## config.mk

```make
export PLATFORM = sky130hd
export DESIGN_NAME = mips_load_writeback
export DESIGN_NICKNAME = d
export VERILOG_FILES = /design/src/rtl/mips_load_writeback.sv
export SDC_FILE = /design/constraint.sdc
export NUM_CORES = 1
export LEC_CHECK = 0
export BUFFER_PORTS_ARGS = -buffer_cell sky130_fd_sc_hd__buf_2
export CORE_MARGIN = 2
export CORE_UTILIZATION = 47
export DETAILED_ROUTE_END_ITERATION = 12
export PLACE_DENSITY_LB_ADDON = 0.08
export SKIP_LAST_GASP = 1
export SLEW_MARGIN = 10
export SYNTH_ARGS = -nofsm -noshare
export SYNTH_HDL_FRONTEND = slang
export SYNTH_SLANG_ARGS = --single-unit
```

## constraint.sdc

```tcl
create_clock -name Clk -period 3.04 [get_ports Clk]
set_input_delay 0.152 -clock Clk [delete_from_list [all_inputs] [get_ports Clk]]
set_output_delay 0.152 -clock Clk [all_outputs]
set_load 0.01 [all_outputs]
```

## src/rtl/mips_load_writeback.sv

```systemverilog
// Multi-cycle MIPS load unit: fetches one word over a req/ready handshake and
// writes the aligned, extended result into the register file with byte enables.
module mips_load_writeback #(
   parameter int unsigned TIMEOUT = 16
) (
   input  logic        Clk,
   input  logic        Reset,
   input  logic        start,
   input  logic [2:0]  op,
   input  logic [31:0] addr,
   input  logic [4:0]  rt_addr,
   output logic        mem_req,
   output logic [31:0] mem_addr,
   input  logic        mem_ready,
   input  logic [31:0] mem_rdata,
   output logic [4:0]  Rd_addr,
   output logic [31:0] Rd_in,
   output logic [3:0]  Rd_write_byte_en,
   output logic        busy,
   output logic        done,
   output logic        addr_err
);

   localparam logic [2:0] OP_LB  = 3'b000;
   localparam logic [2:0] OP_LH  = 3'b001;
   localparam logic [2:0] OP_LWL = 3'b010;
   localparam logic [2:0] OP_LW  = 3'b011;
   localparam logic [2:0] OP_LBU = 3'b100;
   localparam logic [2:0] OP_LHU = 3'b101;
   localparam logic [2:0] OP_LWR = 3'b110;

   localparam logic [15:0] LP_WAIT_LAST = 16'(TIMEOUT - 1);

   typedef enum logic [1:0] {
      S_IDLE  = 2'd0,
      S_REQ   = 2'd1,
      S_WRITE = 2'd2,
      S_ERR   = 2'd3
   } state_t;

   state_t      r_state;
   state_t      w_next;
   logic [2:0]  r_op;
   logic [1:0]  r_addr_lo;
   logic [4:0]  r_rt;
   logic [15:0] r_wait;

   // Legal op with an address that satisfies its natural alignment.
   function automatic logic f_legal(input logic [2:0] i_op, input logic [1:0] i_lo);
      logic v;
      case (i_op)
         OP_LH, OP_LHU: v = (i_lo[0] == 1'b0);
         OP_LW:         v = (i_lo == 2'b00);
         OP_LB, OP_LBU, OP_LWL, OP_LWR: v = 1'b1;
         default:       v = 1'b0;
      endcase
      return v;
   endfunction

   // Returns {byte_en, data}; B is the word shifted so the addressed byte sits at [7:0].
   function automatic logic [35:0] f_load(input logic [2:0] i_op, input logic [1:0] i_k,
                                          input logic [31:0] i_w);
      logic [31:0] b;
      logic [35:0] r;
      b = i_w >> {i_k, 3'b000};
      case (i_op)
         OP_LB:   r = {4'b1111, {{24{b[7]}}, b[7:0]}};
         OP_LBU:  r = {4'b1111, {24'd0, b[7:0]}};
         OP_LH:   r = {4'b1111, {{16{b[15]}}, b[15:0]}};
         OP_LHU:  r = {4'b1111, {16'd0, b[15:0]}};
         OP_LW:   r = {4'b1111, i_w};
         OP_LWL:  r = {4'b1111 << 2'(2'd3 - i_k), i_w << {2'(2'd3 - i_k), 3'b000}};
         OP_LWR:  r = {4'b1111 >> i_k, b};
         default: r = {4'b0000, 32'd0};
      endcase
      return r;
   endfunction

   // State register.
   always_ff @(posedge Clk or posedge Reset) begin
      if (Reset) begin
         r_state <= S_IDLE;
      end else begin
         r_state <= w_next;
      end
   end

   // Next-state logic; the timeout branch is skipped entirely when TIMEOUT is 0.
   always_comb begin
      w_next = r_state;
      case (r_state)
         S_IDLE: begin
            if (start) begin
               w_next = f_legal(op, addr[1:0]) ? S_REQ : S_ERR;
            end else begin
               w_next = S_IDLE;
            end
         end
         S_REQ: begin
            if (mem_ready) begin
               w_next = S_WRITE;
            end else if ((TIMEOUT != 0) && (r_wait == LP_WAIT_LAST)) begin
               w_next = S_ERR;
            end else begin
               w_next = S_REQ;
            end
         end
         S_WRITE: w_next = S_IDLE;
         S_ERR:   w_next = S_IDLE;
         default: w_next = S_IDLE;
      endcase
   end

   // Registered outputs derived from the upcoming state, plus request latches.
   always_ff @(posedge Clk or posedge Reset) begin
      if (Reset) begin
         r_op             <= 3'd0;
         r_addr_lo        <= 2'd0;
         r_rt             <= 5'd0;
         r_wait           <= 16'd0;
         mem_req          <= 1'b0;
         mem_addr         <= 32'd0;
         Rd_addr          <= 5'd0;
         Rd_in            <= 32'd0;
         Rd_write_byte_en <= 4'd0;
         busy             <= 1'b0;
         done             <= 1'b0;
         addr_err         <= 1'b0;
      end else begin
         mem_req          <= (w_next == S_REQ);
         busy             <= (w_next != S_IDLE);
         done             <= (w_next == S_WRITE) || (w_next == S_ERR);
         addr_err         <= (w_next == S_ERR);
         Rd_write_byte_en <= 4'd0;
         if ((r_state == S_IDLE) && start) begin
            r_op      <= op;
            r_addr_lo <= addr[1:0];
            r_rt      <= rt_addr;
            mem_addr  <= {addr[31:2], 2'b00};
         end
         // Counter is zero whenever REQ is entered, since every other state clears it.
         if (r_state == S_REQ) begin
            r_wait <= r_wait + 16'd1;
         end else begin
            r_wait <= 16'd0;
         end
         if (w_next == S_WRITE) begin
            {Rd_write_byte_en, Rd_in} <= f_load(r_op, r_addr_lo, mem_rdata);
            Rd_addr                   <= r_rt;
         end
      end
   end

endmodule

```

Word-level counts from Yosys, hierarchy flattened:

Cells that the tools add are included.

* eq/ne operators: 19
* shifts and indexed selects: 4
* reductions and logical operators: 10
* $add $sub $neg: 2
* bitwise logic cells: 1
* mux-type cells: 11

Operators by type and width (count)
* 36-bit case mux with 7 select lines: 1
* 32-bit by 5-bit << shifter with 32-bit output: 1
* 32-bit by 5-bit >> shifter with 32-bit output: 1
* 3-bit == test (second input constant): 6
* 16-bit by 1-bit adder with 16-bit output (second input constant): 1
* 16-bit by 4-bit == test with 1-bit output (second input constant): 1
* 16-bit 2-to-1 mux: 1
* 3-bit by 2-bit == test with 1-bit output (second input constant): 4
* 2-bit == test (second input constant): 4
* 2-bit 2-to-1 mux: 4
* 3-bit by 1-bit == test with 1-bit output (second input constant): 2
* 3-bit logical NOT: 2
* 2-bit case mux with 3 select lines: 1
* 2-bit by 1-bit == test with 1-bit output (second input constant): 2
* 2-bit logical NOT: 2
* 4-bit 2-to-1 mux: 1
* 2-bit OR reduction: 2
* 4-bit OR reduction: 1
* 4-bit by 2-bit << shifter with 4-bit output (first input constant): 1
* 4-bit by 2-bit >> shifter with 4-bit output (first input constant): 1
* 1-bit case mux with 3 select lines: 1
* 1-bit 2-to-1 mux: 2
* 2-bit nonzero test: 1
* 2-bit subtractor (first input constant): 1
* 3 further kinds: 3

* bits of input ports: 76
* register bits: 103
* output and inout port bits: 77
* logic and storage cells: 60

Depth between registers and ports, before layout:

Gate-level depths: netlist of the first run.

* word-level depth: 10
* gate-level depth with buffers: 7

Least setup slack after synthesis of the first run:

No wires, ideal clock.

* kind: reg2reg
* from: register r_addr_lo[1]
* to: register Rd_in[15]
* cell stages (with the launch flop): 6
* required time: 2.912 ns
* slack: 1.353 ns
* data arrival time: 1.559 ns
* cells stage by stage: dfrtp_1 -> mux4_2 -> nor4b_4 -> a211oi_4 -> buf_6 -> a31oi_1

* cells in the longest elaborated chain, start to end: 3
* elaborated cells on any way between the ends: 4
* those cells by class: 1 x add/sub; 2 x shift; 1 x mux

RTL lines
* start: declaration: line 44 `logic [1:0] r_addr_lo;`
* start signal: assignment: line 137 `r_addr_lo <= addr[1:0];`
* 2-bit subtractor: line 72 `OP_LWL: r = {4'b1111 << 2'(2'd3 - i_k), i_w << {2'(2'd3 - i_k), 3'b000}};`
* 32-bit by 5-bit << shifter with 32-bit output: line 72
* 36-bit case mux with 7 select lines (*): line 66 `case (i_op)`
* end signal: assignment: line 148 `{Rd_write_byte_en, Rd_in} <= f_load(r_op, r_addr_lo, mem_rdata);`
* end: declaration: line 17 `output logic [31:0] Rd_in,`

Mark *: on every way between the ends. The rest lies on a longest branch, timed or not.
A chain may end at the register's enable or synchronous reset.

Worst setup path in the final report of the first run:

* from: register r_addr_lo[1]
* to: register Rd_in[18]

The elaborated chain is that of the path after synthesis.

==> results of run 1 <==
critical path, stage by stage, from the launching register on:
cell and delay, ps:
dfrtp_1 350, buf_4 230, mux4_2 540, nor4b_4 160, a211oi_4 610, a31oi_1 170
cells by family after synthesis:
family | Yosys count
multiplexers | 25
AND/OR/NAND/NOR | 252
other | 1
buffers and inverters | 41
AO/OA/AOI/OAI | 100
flip-flops | 103
adder cells (fa/ha/maj) | 1
XOR/XNOR | 14
path summary, 6_finish.rpt:
kind                                          startpoint                  endpoint  slack (ps)
worst max register to register  r_addr_lo[1]$_DFFE_PP0P_     Rd_in[18]$_DFFE_PP0N_         820
max in group asynchronous                          Reset       r_wait[1]$_DFF_PP0_        1770
worst min register to register    Rd_addr[3]$_DFFE_PP0N_    Rd_addr[3]$_DFFE_PP0N_         470
worst max-delay path            r_addr_lo[1]$_DFFE_PP0P_     Rd_in[18]$_DFFE_PP0N_         820
min in group asynchronous                          Reset  mem_addr[22]$_DFFE_PP0P_         460
worst min-delay path                             addr[1]  r_addr_lo[1]$_DFFE_PP0P_          30
layer usage:
layer	track usage, %	routed length (um)	vias up	part of all wire [%]
met2	38.5	6380	189	48
met3	5.11	912	15	6.8
met1	33.5	5910	2167	44
met5	0	0	-	0
met4	7.79	180	0	1.3
li1	-	-	2212	-
power groups by stage:
stage	Sequential (mW)	Combinational, mW	Clock, mW
final	2.31	2.68	0.888
after global routing	2.39	2.99	0.981
after CTS	2.32	2.69	0.918
after floorplan	2.46	1.58	0
after detailed placement	2.33	2.65	0
after global placement	2.31	2.61	0
what timing repair did:
action	4_1_cts	5_1_grt
hold buffers	38	0
setup endpoints to repair	0	0
endpoints found under the hold margin	91	0
through the flow:
stage          hold WS, ps  cell area [um2]  setup slack (ps)  instances
2_1_floorplan          257             4990               184        538
3_3_place_gp           306             5860               882        803
3_5_place_dp           317             5860               803        803
4_1_cts               4.66             6440               793        856
5_1_grt               23.3             6440               668        856
6_report              28.8             6440               819        856
registers in the layout (all words and copies together), names as in the netlist:
signal,count
Rd_addr,5
Rd_in,32
Rd_write_byte_en,4
addr_err,1
busy,1
done,1
mem_addr,30
mem_req,1
r_addr_lo,2
r_op,3
r_rt,5
r_state,2
r_wait,16
cells in the final DEF (no fill, tap or decap), types with 2 or more instances in the layout:
master / count
conb_1: 2
or4bb_1: 2
o22ai_1: 3
nand3_1: 7
o21ai_1: 2
inv_1: 5
dfrtp_1: 103
o21a_1: 3
nor3_1: 5
o2bb2ai_1: 13
clkbuf_8: 11
xor2_1: 2
nand2_1: 145
xnor2_1: 12
a22oi_1: 15
nand2b_1: 2
a222oi_1: 7
mux2_2: 2
a21oi_1: 22
nor3b_2: 3
a221oi_1: 8
nand4_1: 3
mux2i_1: 22
a31oi_1: 11
buf_2: 150
or3_1: 2
nor2_1: 60
clkinvlp_4: 2
nor4_1: 8
nor2b_1: 5
o21ai_0: 10
dlygate4sd3_1: 38
and2_1: 3
buf_4: 13
final cells by class:
cell class | count | area, um2 | area share (%)
Sequential cell | 103 | 2580 | 40.0
Multi-Input combinational cell | 394 | 2230 | 34.7
Timing Repair Buffer | 201 | 1230 | 19.1
Tap cell | 136 | 170 | 2.64
Clock buffer | 11 | 151 | 2.35
Clock inverter | 4 | 53.8 | 0.835
Inverter | 7 | 28.8 | 0.447
==> flow_summary.ini, run 1 <==
[timing]
hold_viol = 0
clock_skew_ps = 11.6
min_period_ps = 2220
grt_setup_unrepaired = no
slew_viol_final = 0
tightestPinTransition_ps = 805
finalSetupTns_ps = 0
slew_headroom_pct = 46.0
fin_crit_sh_pct = 73.1
fmax_mhz = 450
setup_viol = 0

[yosys]
syn_area_mm2 = 0.00499
avgSynthCellArea_um2 = 9.29
synth_edf_count = 0
yosys.area_share.simple_pct = 22.3
synth.most_common_cell = nand2_1
ys_async_sr_fraction_pct = 100
synth_xor_area_share_pct = 2.46
yosys-top-cells-count = 145 x nand2_1, 103 x dfrtp_1, 60 x nor2_1
ys_seq_area_share_pct = 51.7
synth_area_leaders = dfrtp_1 52%, nand2_1 11%, nor2_1 4.5%, mux2i_1 4.4%, o2bb2ai_1 2.3%
synth.distinct_cells = 51
synth-adder-area-share_pct = 0.251
yosys_register_bits = 103
ys_warn_count = 0
synth.largest_area_cell = dfrtp_1
synth_top_family_by_area = simple AND/OR/NAND/NOR gates
synth_compound_area_share_pct = 14.2
syn_inst = 537
yosys.area.top_type_share_pct = 51.7
synth_mux_area_share_pct = 5.32
synth_ff_type = dfrtp_1

[die]
num_rows = 37
coreArea_mm2 = 0.0103
chipHeight_um = 107
io_pins = 153
start_util_pct = 48.3
dieArea_mm2 = 0.0115
die_w_um = 107

[routing]
antenna_left = 0
wl_um = 13400
wl_per_cell_um = 15.6
vias_per_cell = 5.35
num_vias = 4583
dr.first_iter.drc_count = 280
drc = 0
dr.pass1.iters = 7

[global_route]
grt_pass1_wl_um = 22000
grt-ovfl-total = 0
grtUsageTotal_pct = 24.3
antenna_found_initial = 0
grt_max_degree = 57
grt_pass1_vias = 4455

[worst_setup_path]
cp-end-kind = flop
worstPathArrival_ps = 2420
critPathLaunchType = flop
worstPathRequired_ps = 3240
rr_worst_depth = 5
worst-setup-path-type = flop to flop
worstPathMaxFanout = 16

[flow_run]
maxCapViolations = 0

[place]
dp_hpwl_um = 9060
numPortBuffers = 150
place.gp.congestion = 0.911

[power]
p_sw_share_pct = 41.2
p_int_mw = 3.45
power_leakage_nw = 3.09
ir_drop_mv = 0.500
clockPowerShare_pct = 15.1
p_per_area_mw_per_mm2 = 911
seqPwrFrac_pct = 39.3
p_sw_mw = 2.42
finalPower_mw = 5.87
comb_power_share_pct = 45.6

[cells_and_area]
area_growth_pct = 29.1
fin_nets = 793
antenna_cells = 0
utilization_pct = 62.4
final.fill_count = 877
drive_gt1_share_pct = 26.3

[clock_tree]
clkTransAtPathRegs_ps = 90
cts.sink_count = 103
cts_resized = 0
post_cts_buffers = 0
htree_levels = 3
cts-root-buf = clkbuf_8
cts_buffers = 9
clock_latency_ps = 360
clock_path_buffers = 2
cts_tree = yes

[hold_path]
hold_class = primary input to flop
min_path_cells = 3

[outcome]
outcome = complete, no violations
No activity file was read; power rests on OpenSTA's default activity.
==> run 2: changes to the inputs <==
==> constraint.sdc (replaced) <==
create_clock -name Clk -period 1.94 [get_ports Clk]
set_input_delay 0.097 -clock Clk [delete_from_list [all_inputs] [get_ports Clk]]
set_output_delay 0.097 -clock Clk [all_outputs]
set_load 0.01 [all_outputs]
==> flow_summary.ini, run 2 (synthesis gave the netlist of run 1 again) <==
[routing]
vias_per_cell = 5.36
dr.pass1.iters = 4
num_vias = 4715
antenna_left = 0
wl_um = 14700
wl_per_cell_um = 16.8
dr.first_iter.drc_count = 305
drc = 0

[die]
chipHeight_um = 107
start_util_pct = 48.3
die_w_um = 107
io_pins = 153
num_rows = 37
dieArea_mm2 = 0.0115
coreArea_mm2 = 0.0103

[worst_setup_path]
cp_slowest_cell = dfrtp_1
worst-setup-path-type = flop to flop
worstPathRequired_ps = 2240
critPathMaxStageDelay_ps = 420
worstPathMaxFanout = 12
crit_chain = buf_4 -> nor2b_1 -> and2_1 -> a222oi_1 -> a21oi_1
worstPathArrival_ps = 2070
cp-end-kind = flop
critPathLaunchType = flop
crit_buf_inv = 1
cp_top_family = simple AND/OR/NAND/NOR gates

[timing]
tightestPinTransition_ps = 709
fin_crit_sh_pct = 91.4
fmax_mhz = 564
slew_headroom_pct = 52.7
finalSetupTns_ps = 0
grt_setup_unrepaired = no
slew_viol_final = 0
hold_viol = 0
min_period_ps = 1770
clock_skew_ps = 15.5
setup_viol = 0

[clock_tree]
clock_latency_ps = 380
cts_tree = yes
cts_buffers = 9
cts-root-buf = clkbuf_8
clkTransAtPathRegs_ps = 100
htree_levels = 3
cts.sink_count = 103
clock_path_buffers = 2

[cells_and_area]
final_cell_mix = 150 x buf_2, 145 x nand2_1, 103 x dfrtp_1, 60 x nor2_1, 48 x dlygate4sd3_1
area_growth_pct = 34.9
antenna_cells = 0
fin_nets = 815
reg.largest.list = Rd_in: 32 flops, mem_addr: 30 flops, r_wait: 16 flops
top_register = Rd_in
final_common_cell = buf_2
largest_reg_flops = 32
drive_gt1_share_pct = 27.1
utilization_pct = 65.2
final.fill_count = 848

[global_route]
grt_max_degree = 104
grt-ovfl-total = 0
grt_pass1_wl_um = 23900
grt_pass1_vias = 4757
antenna_found_initial = 0
grtUsageTotal_pct = 26.4

[outcome]
outcome = complete, no violations

[power]
p_per_area_mw_per_mm2 = 1440
ir_drop_mv = 0.757
power_leakage_nw = 3.22
p_int_mw = 5.66
comb_power_share_pct = 48.9
p_sw_mw = 4.02
p_sw_share_pct = 41.5
finalPower_mw = 9.68
clockPowerShare_pct = 14.6
seqPwrFrac_pct = 36.5

[hold_path]
hold_class = primary input to flop

[place]
numPortBuffers = 150
place.gp.congestion = 0.878
dp_hpwl_um = 9690

[flow_run]
maxCapViolations = 0
==> run 2: cell count changes in the layout (fill, tap and decap cells not counted), moves of 3 or more <==
cell | before | now
buf_4 | 13 | 18
buf_12 | 0 | 7
dlygate4sd3_1 | 38 | 48
clkinv_4 | 0 | 3
==> run 2: path summary, 6_finish.rpt <==
check / endpoint / slack, ps / cells after the start / start
max in group asynchronous: Rd_in[27]$_DFFE_PP0N_ / 1080 / 4 / Reset
worst min-delay path: Rd_in[23]$_DFFE_PP0N_ / 20 / 3 / mem_rdata[31]
worst min register to register: Rd_addr[4]$_DFFE_PP0N_ / 470 / 2 / r_rt[4]$_DFFE_PP0P_
min in group asynchronous: r_wait[5]$_DFF_PP0_ / 420 / 4 / Reset
worst max-delay path: Rd_in[11]$_DFFE_PP0N_ / 170 / 5 / r_addr_lo[1]$_DFFE_PP0P_
worst max register to register: Rd_in[11]$_DFFE_PP0N_ / 170 / 5 / r_addr_lo[1]$_DFFE_PP0P_
==> run 2: timing repair <==
| action | in CTS | in global routing |
|---|---|---|
| gates resized for setup | 1 | 1 |
| hold buffers | 48 | 0 |
| endpoints found under the hold margin | 150 | 0 |
| setup endpoints to repair | 7 | 7 |
| setup buffers | 0 | 0 |
==> run 2: routing by layer <==
metal  wire length, um  up-vias  track usage (%)  part of all wire, %
met4               329        0             8.72                  2.2
met5                 0        -                0                    0
met1              6210     2255             33.1                   42
li1                  -     2255                -                    -
met2              7280      179             45.5                   49
met3               914       26             5.53                  6.2
==> run 2: layout make-up <==
cell class                 instances  area, um2  area share, %
clock inverter                     5       65.1          0.967
sequential                       103       2580           38.3
inverter                           7       30.0          0.446
multi-input combinational        394       2240           33.3
clock buffer                      11        141           2.10
tap                              136        170           2.53
timing repair buffer             223       1510           22.4
==> run 2: worst reg2reg max path: cells and delay by family (launching register included) <==
kind                   cells  cell delay, ps
AND/OR/NAND/NOR            2             730
flip-flops                 1             420
buffers and inverters      1             250
AO/OA/AOI/OAI              2             310
==> run 2: stage by stage <==
step	hold slack [ps]	setup slack, ps	instances	instance area [um2]
6_report	20.6	166	879	6730
5_1_grt	8.30	15.9	879	6730
4_1_cts	3.29	48.2	879	6730
3_5_place_dp	290	-62.9	815	6040
3_3_place_gp	285	84.5	815	6040
2_1_floorplan	202	253	538	5000
==> run 2: power by group through the flow <==
stage,clock network [mW],logic [mW],registers [mW]
final,1.41,4.74,3.53
after floorplan,0,2.47,3.85
after global placement,0,4.56,3.53
after CTS,1.46,4.73,3.52
after global routing,1.54,5.23,3.63
after detailed placement,0,4.65,3.54
